[src/rtl/spram_bank_fifo_pkg.sv]
// Shared types for the single-port-RAM bank FIFO: arbiter priority encoding
// and output-buffer depth.
package spram_bank_fifo_pkg;

    typedef enum logic {
        PRIO_WR = 1'b0,
        PRIO_RD = 1'b1
    } prio_e;

    localparam int OB_DEPTH = 2;

endpackage

[src/rtl/sp_ram.sv]
// Behavioural single-port RAM with a 1-cycle registered read; one access per
// cycle. Drop-in slot for a vendor macro.
module sp_ram #(
    parameter int DATA_WIDTH = 8,
    parameter int DEPTH      = 16,
    parameter int ADDR_WIDTH = $clog2(DEPTH)
) (
    input  logic                  clk,
    input  logic                  en,
    input  logic                  we,
    input  logic [ADDR_WIDTH-1:0] addr,
    input  logic [DATA_WIDTH-1:0] wdata,
    output logic [DATA_WIDTH-1:0] rdata
);

    logic [DATA_WIDTH-1:0] mem [DEPTH];

    always_ff @(posedge clk) begin
        if (en) begin
            if (we) mem[addr] <= wdata;
            else    rdata     <= mem[addr];
        end
    end

endmodule

[src/rtl/spram_bank_fifo.sv]
// One bank of the ping-pong FIFO: single-port RAM shared between writes and
// prefetch reads, with a 2-entry registered output buffer in front.
module spram_bank_fifo
    import spram_bank_fifo_pkg::*;
#(
    parameter int DATA_WIDTH = 8,
    parameter int DEPTH      = 16,
    parameter int ADDR_WIDTH = $clog2(DEPTH),
    parameter int CNT_WIDTH  = $clog2(DEPTH + 3)
) (
    input  logic                  clk,
    input  logic                  rst_n,
    input  logic [DATA_WIDTH-1:0] in_data,
    input  logic                  in_valid,
    output logic                  in_ready,
    output logic [DATA_WIDTH-1:0] out_data,
    output logic                  out_valid,
    input  logic                  out_ready,
    output logic [CNT_WIDTH-1:0]  count
);

    localparam logic [CNT_WIDTH-1:0] RAM_FULL = CNT_WIDTH'(DEPTH);

    logic [ADDR_WIDTH-1:0]              wp, rp;
    logic [CNT_WIDTH-1:0]               ram_cnt;
    logic                               rd_inflight;
    prio_e                              prio;
    logic [1:0][DATA_WIDTH-1:0]         ob;
    logic [1:0]                         ob_cnt;
    logic [1:0]                         ob_cnt_np;
    logic [DATA_WIDTH-1:0]              ram_rdata;

    logic pop, ram_full, rd_req, wr_req, grant_rd, grant_wr;

    assign pop       = (ob_cnt != 2'd0) && out_ready;
    assign ob_cnt_np = ob_cnt - {1'b0, pop};
    assign ram_full  = (ram_cnt == RAM_FULL);

    // A read is only issued when its data is guaranteed a slot in the buffer,
    // counting the word already in flight and this cycle's pop.
    assign rd_req   = (ram_cnt != '0) &&
                      ((ob_cnt_np + {1'b0, rd_inflight}) < 2'(OB_DEPTH));
    assign wr_req   = in_valid && !ram_full;
    assign grant_rd = rd_req && (!wr_req || prio == PRIO_RD);
    assign grant_wr = wr_req && !grant_rd;

    // Independent of in_valid: a favoured pending read blocks the write port.
    assign in_ready  = !ram_full && !(rd_req && prio == PRIO_RD);
    assign out_valid = (ob_cnt != 2'd0);
    assign out_data  = ob[0];

    sp_ram #(
        .DATA_WIDTH (DATA_WIDTH),
        .DEPTH      (DEPTH),
        .ADDR_WIDTH (ADDR_WIDTH)
    ) u_ram (
        .clk   (clk),
        .en    (grant_rd | grant_wr),
        .we    (grant_wr),
        .addr  (grant_wr ? wp : rp),
        .wdata (in_data),
        .rdata (ram_rdata)
    );

    always_ff @(posedge clk or negedge rst_n) begin
        if (!rst_n) begin
            wp          <= '0;
            rp          <= '0;
            ram_cnt     <= '0;
            rd_inflight <= 1'b0;
            prio        <= PRIO_WR;
            ob          <= '0;
            ob_cnt      <= 2'd0;
            count       <= '0;
        end else begin
            if (grant_wr) wp <= wp + ADDR_WIDTH'(1);
            if (grant_rd) rp <= rp + ADDR_WIDTH'(1);
            ram_cnt     <= ram_cnt + CNT_WIDTH'(grant_wr) - CNT_WIDTH'(grant_rd);
            rd_inflight <= grant_rd;
            count       <= count + CNT_WIDTH'(grant_wr) - CNT_WIDTH'(pop);

            if (rd_req && wr_req)
                prio <= grant_rd ? PRIO_WR : PRIO_RD;

            // Returning RAM data lands behind whatever survives this cycle's pop.
            case ({rd_inflight, pop})
                2'b01: begin
                    ob[0]  <= ob[1];
                    ob_cnt <= ob_cnt - 2'd1;
                end
                2'b10: begin
                    if (ob_cnt == 2'd0) ob[0] <= ram_rdata;
                    else                ob[1] <= ram_rdata;
                    ob_cnt <= ob_cnt + 2'd1;
                end
                2'b11: begin
                    if (ob_cnt == 2'd1) begin
                        ob[0] <= ram_rdata;
                    end else begin
                        ob[0] <= ob[1];
                        ob[1] <= ram_rdata;
                    end
                end
                default: ;
            endcase
        end
    end

endmodule
[config.mk]
export PLATFORM = sky130hd
export DESIGN_NAME = spram_bank_fifo
export DESIGN_NICKNAME = d
export VERILOG_FILES = /design/src/rtl/spram_bank_fifo_pkg.sv /design/src/rtl/sp_ram.sv /design/src/rtl/spram_bank_fifo.sv
export SDC_FILE = /design/constraint.sdc
export NUM_CORES = 1
export LEC_CHECK = 0
export CORE_ASPECT_RATIO = 1.1
export CORE_UTILIZATION = 34
export DETAILED_ROUTE_END_ITERATION = 8
export PLACE_DENSITY = 0.59
export SLEW_MARGIN = 20
export SYNTH_ARGS = -nofsm -noshare
export SYNTH_HDL_FRONTEND = slang
export SYNTH_SLANG_ARGS = --single-unit
[constraint.sdc]
create_clock -name clk -period 6.89 [get_ports clk]
set_input_delay 0.689 -clock clk [delete_from_list [all_inputs] [get_ports clk]]
set_output_delay 0.689 -clock clk [all_outputs]
set_load 0.1 [all_outputs]
==> results.cfg <==
[run_status]
status = finished, final reports clean

[timing]
post-route-period-util = 0.6569
report.final.slew_viol_count = 0
period_minus_slack_ps = 4526
finalClockSkew_ps = 12.62
rsz0062_at_grt = no
setup_slack_ps = 2364
setup_viol_count_final = 0
hold_violations = 0
setup-tns-final_ps = 0
max_freq_mhz = 220.9
worst_pin_slew_ps = 1130
max-slew-margin-rel = 0.2443

[clocking]
cts_root_buffer = clkbuf_16
worstSkewPairLatency_ps = 430
cts.reportedPaths.clkPinSlew_ps = 70
clock_sinks = 174
cts_tree = done
ctsResizeCount = 0
cts_hold_buf = 0
post_cts_buffers = 0
cts_max_level = 4
clk_path_buf_depth = 2
cts_buffers = 17

[job]
cap_viol_max_count = 0

[critical_path]
rr_endpoint = u_ram.mem[14][0]
r2r-start = ob_cnt[1]
crit_path_end_kind = output pin
path_class = flip-flop to output pin
arrival_ps = 3840
startpoint = ob_cnt[1]
cp-start-kind = flip-flop
cp-endpoint = in_ready
ff2ff_path_depth = 9
crit_required_ps = 6200
cp_max_fo = 72
worst-r2r-setup-slack_ps = 2430

[drt]
num_vias = 6716
via_per_inst = 5.578
drtPass1Iterations = 7
postRouteAntennaNets = 0
routed_wl_mm = 23.83
drt-initial-drc-count = 577
drc_errors = 0
wire_per_inst_um = 19.79

[synthesis]
seq_area_frac_synth = 0.5343
syn_avg_cell_area_um2 = 10.96
synth_edf_count = 136
synth_cells = 860
mappedNetlistArea_um2 = 9424
yosysMostFrequentCell = edfxtp_1
yosysTopAreaCell = edfxtp_1
synth.distinct_cells = 49
synthArstFlopShare = 0.2184
synth_seq_cells = 174
synthTopCellsByCount = edfxtp_1, nand2b_1, nand2_1, a21oi_1, a311oi_1
synth_top_area_frac = 0.4334
yosys_warnings = 0
ys.flop_type = edfxtp_1
ys_top_cells_by_area = edfxtp_1, dfrtp_1, nand2b_1, a311oi_1, a211oi_1
syn_nets = 888

[global_routing]
grt_pass1_vias = 6467
antenna_found_initial = 0
grt_pass1_wl_mm = 37.72
grt_usage = 0.1742
grt_max_degree = 85
overflow = 0

[layout]
area_delta_synth_final_pct = 10.93
final_util = 0.3855
stdcell_count = 1204
fillers = 2598
nets = 861
drive_above_1_share = 0.09220

[power_and_ir_drop]
internal_power_w = 0.002874
p_sw_w = 0.002376
p_comb_frac = 0.493
ir_drop_mv = 0.4670
seq_power_share = 0.318
pwr_density_cell_nw_per_um2 = 502.3
leakage_nw = 3.447
pwr-share-clk = 0.189
switching_share = 0.4526

[placed_design]
place_inst = 1171
dp_hpwl_mm = 14.71
gp_congestion = 0.7883
pre_cts_ws_ps = 2132
port_buffers = 26

[floorplan]
die-width_um = 160.7
top_level_ports = 27
die_h_um = 176.6
initial_core_util = 0.3475
dieArea_um2 = 28390
core_um2 = 27120
rows = 63

[hold_path]
hp-class = input port to asynchronous set/reset pin
how the worst min path moves through the flow:
| stage | start | endpoint | slack, ps | cells after the start |
|---|---|---|---|---|
| after floorplan | rst_n | count[0] | 390 | 0 |
| after global placement | out_data[0] | out_data[0] | 460 | 2 |
| after detailed placement | out_data[0] | out_data[0] | 470 | 2 |
| after CTS | rst_n | count[1] | 400 | 1 |
| after global routing | rst_n | count[2] | 430 | 1 |
| final | rst_n | count[1] | 360 | 1 |
registers in the layout, indices dropped and copies added, names as in the netlist:
name and flops:
u_ram.mem 128, wp 4, ob 8, ram_cnt 5
rd_inflight 1, prio 1, ob_cnt 2, rp 4
count 5, u_ram.rdata 8, out_data 8
power groups by stage:
stage	logic, W	registers (W)	clock network [W]
2_1_floorplan	0.00207	0.00163	0
3_3_place_gp	0.00255	0.00168	0
3_5_place_dp	0.00259	0.00169	0
4_1_cts	0.00259	0.00166	0.00101
5_1_grt	0.00283	0.00170	0.00105
6_report	0.00259	0.00167	0.000994
critical path: stages (launching register included):
cell and delay [ps]:
dfrtp_1 410, inv_1 160, ha_1 290, nor2b_4 80, inv_2 100, mux2i_4 320
mux2_4 620, a21oi_1 240, clkdlybuf4s50_1 1170
final cells by class:
cell class | instances | area [um2] | share of cell area
antenna | 1 | 2.502 | 0.0002394
clock buffer | 17 | 425.4 | 0.04069
clock inverter | 15 | 173.9 | 0.01664
inverter | 21 | 78.83 | 0.007540
multi-input combinational | 585 | 3969 | 0.3797
sequential | 174 | 5042 | 0.4823
tap | 357 | 446.7 | 0.04273
timing repair buffer | 34 | 315.3 | 0.03016
through the flow:
| step | total power, W | instance area, um2 | hold slack (ps) |
|---|---|---|---|
| after global placement | 0.004229 | 9814 | 463.1 |
| after detailed placement | 0.004274 | 9823 | 470.2 |
| after CTS | 0.005267 | 10420 | 400.0 |
| after floorplan | 0.003699 | 9424 | 393.4 |
| after global routing | 0.005583 | 10450 | 428.8 |
| final | 0.005251 | 10450 | 363.0 |
metal layers:
| layer | vias to the layer above | global-route usage | part of all wire | routed length (um) |
|---|---|---|---|---|
| met5 | - | 0 | 0 | 0 |
| met1 | 3308 | 0.2258 | 0.45 | 10720 |
| met3 | 34 | 0.02601 | 0.039 | 940 |
| met4 | 0 | 0.06761 | 0.025 | 599 |
| met2 | 178 | 0.2933 | 0.49 | 11580 |
| li1 | 3196 | - | - | - |
cell families after synthesis:
kind of cell	Yosys count	share of synthesized area
simple gates	271	0.1551
compound gates	267	0.2019
flops	174	0.5343
buf+inv	101	0.05098
xor+xnor	18	0.01673
fa+ha+maj	16	0.02284
mux	13	0.01819
cells in the final DEF (no fill, tap or decap), types with 3 or more instances in the layout:
master           count
ha_1                14
nor2_1              13
mux2_2               9
o21a_1               3
a21o_1               3
nand2b_1           129
inv_1               20
inv_6                5
a31oi_2              4
nand2_1             90
a311oi_1            65
xnor2_1             16
nor4_1               5
o21ai_0              9
dfrtp_1             36
nor3_1               4
a21oi_1             71
or4_1                8
inv_8                4
clkdlybuf4s50_1     25
clkbuf_16           17
edfxtp_1           136
o22ai_1             32
buf_4                8
nor3_2               4
a211oi_1            64
a22oi_1              8
Note: power is estimated with default switching activity, not from simulation.
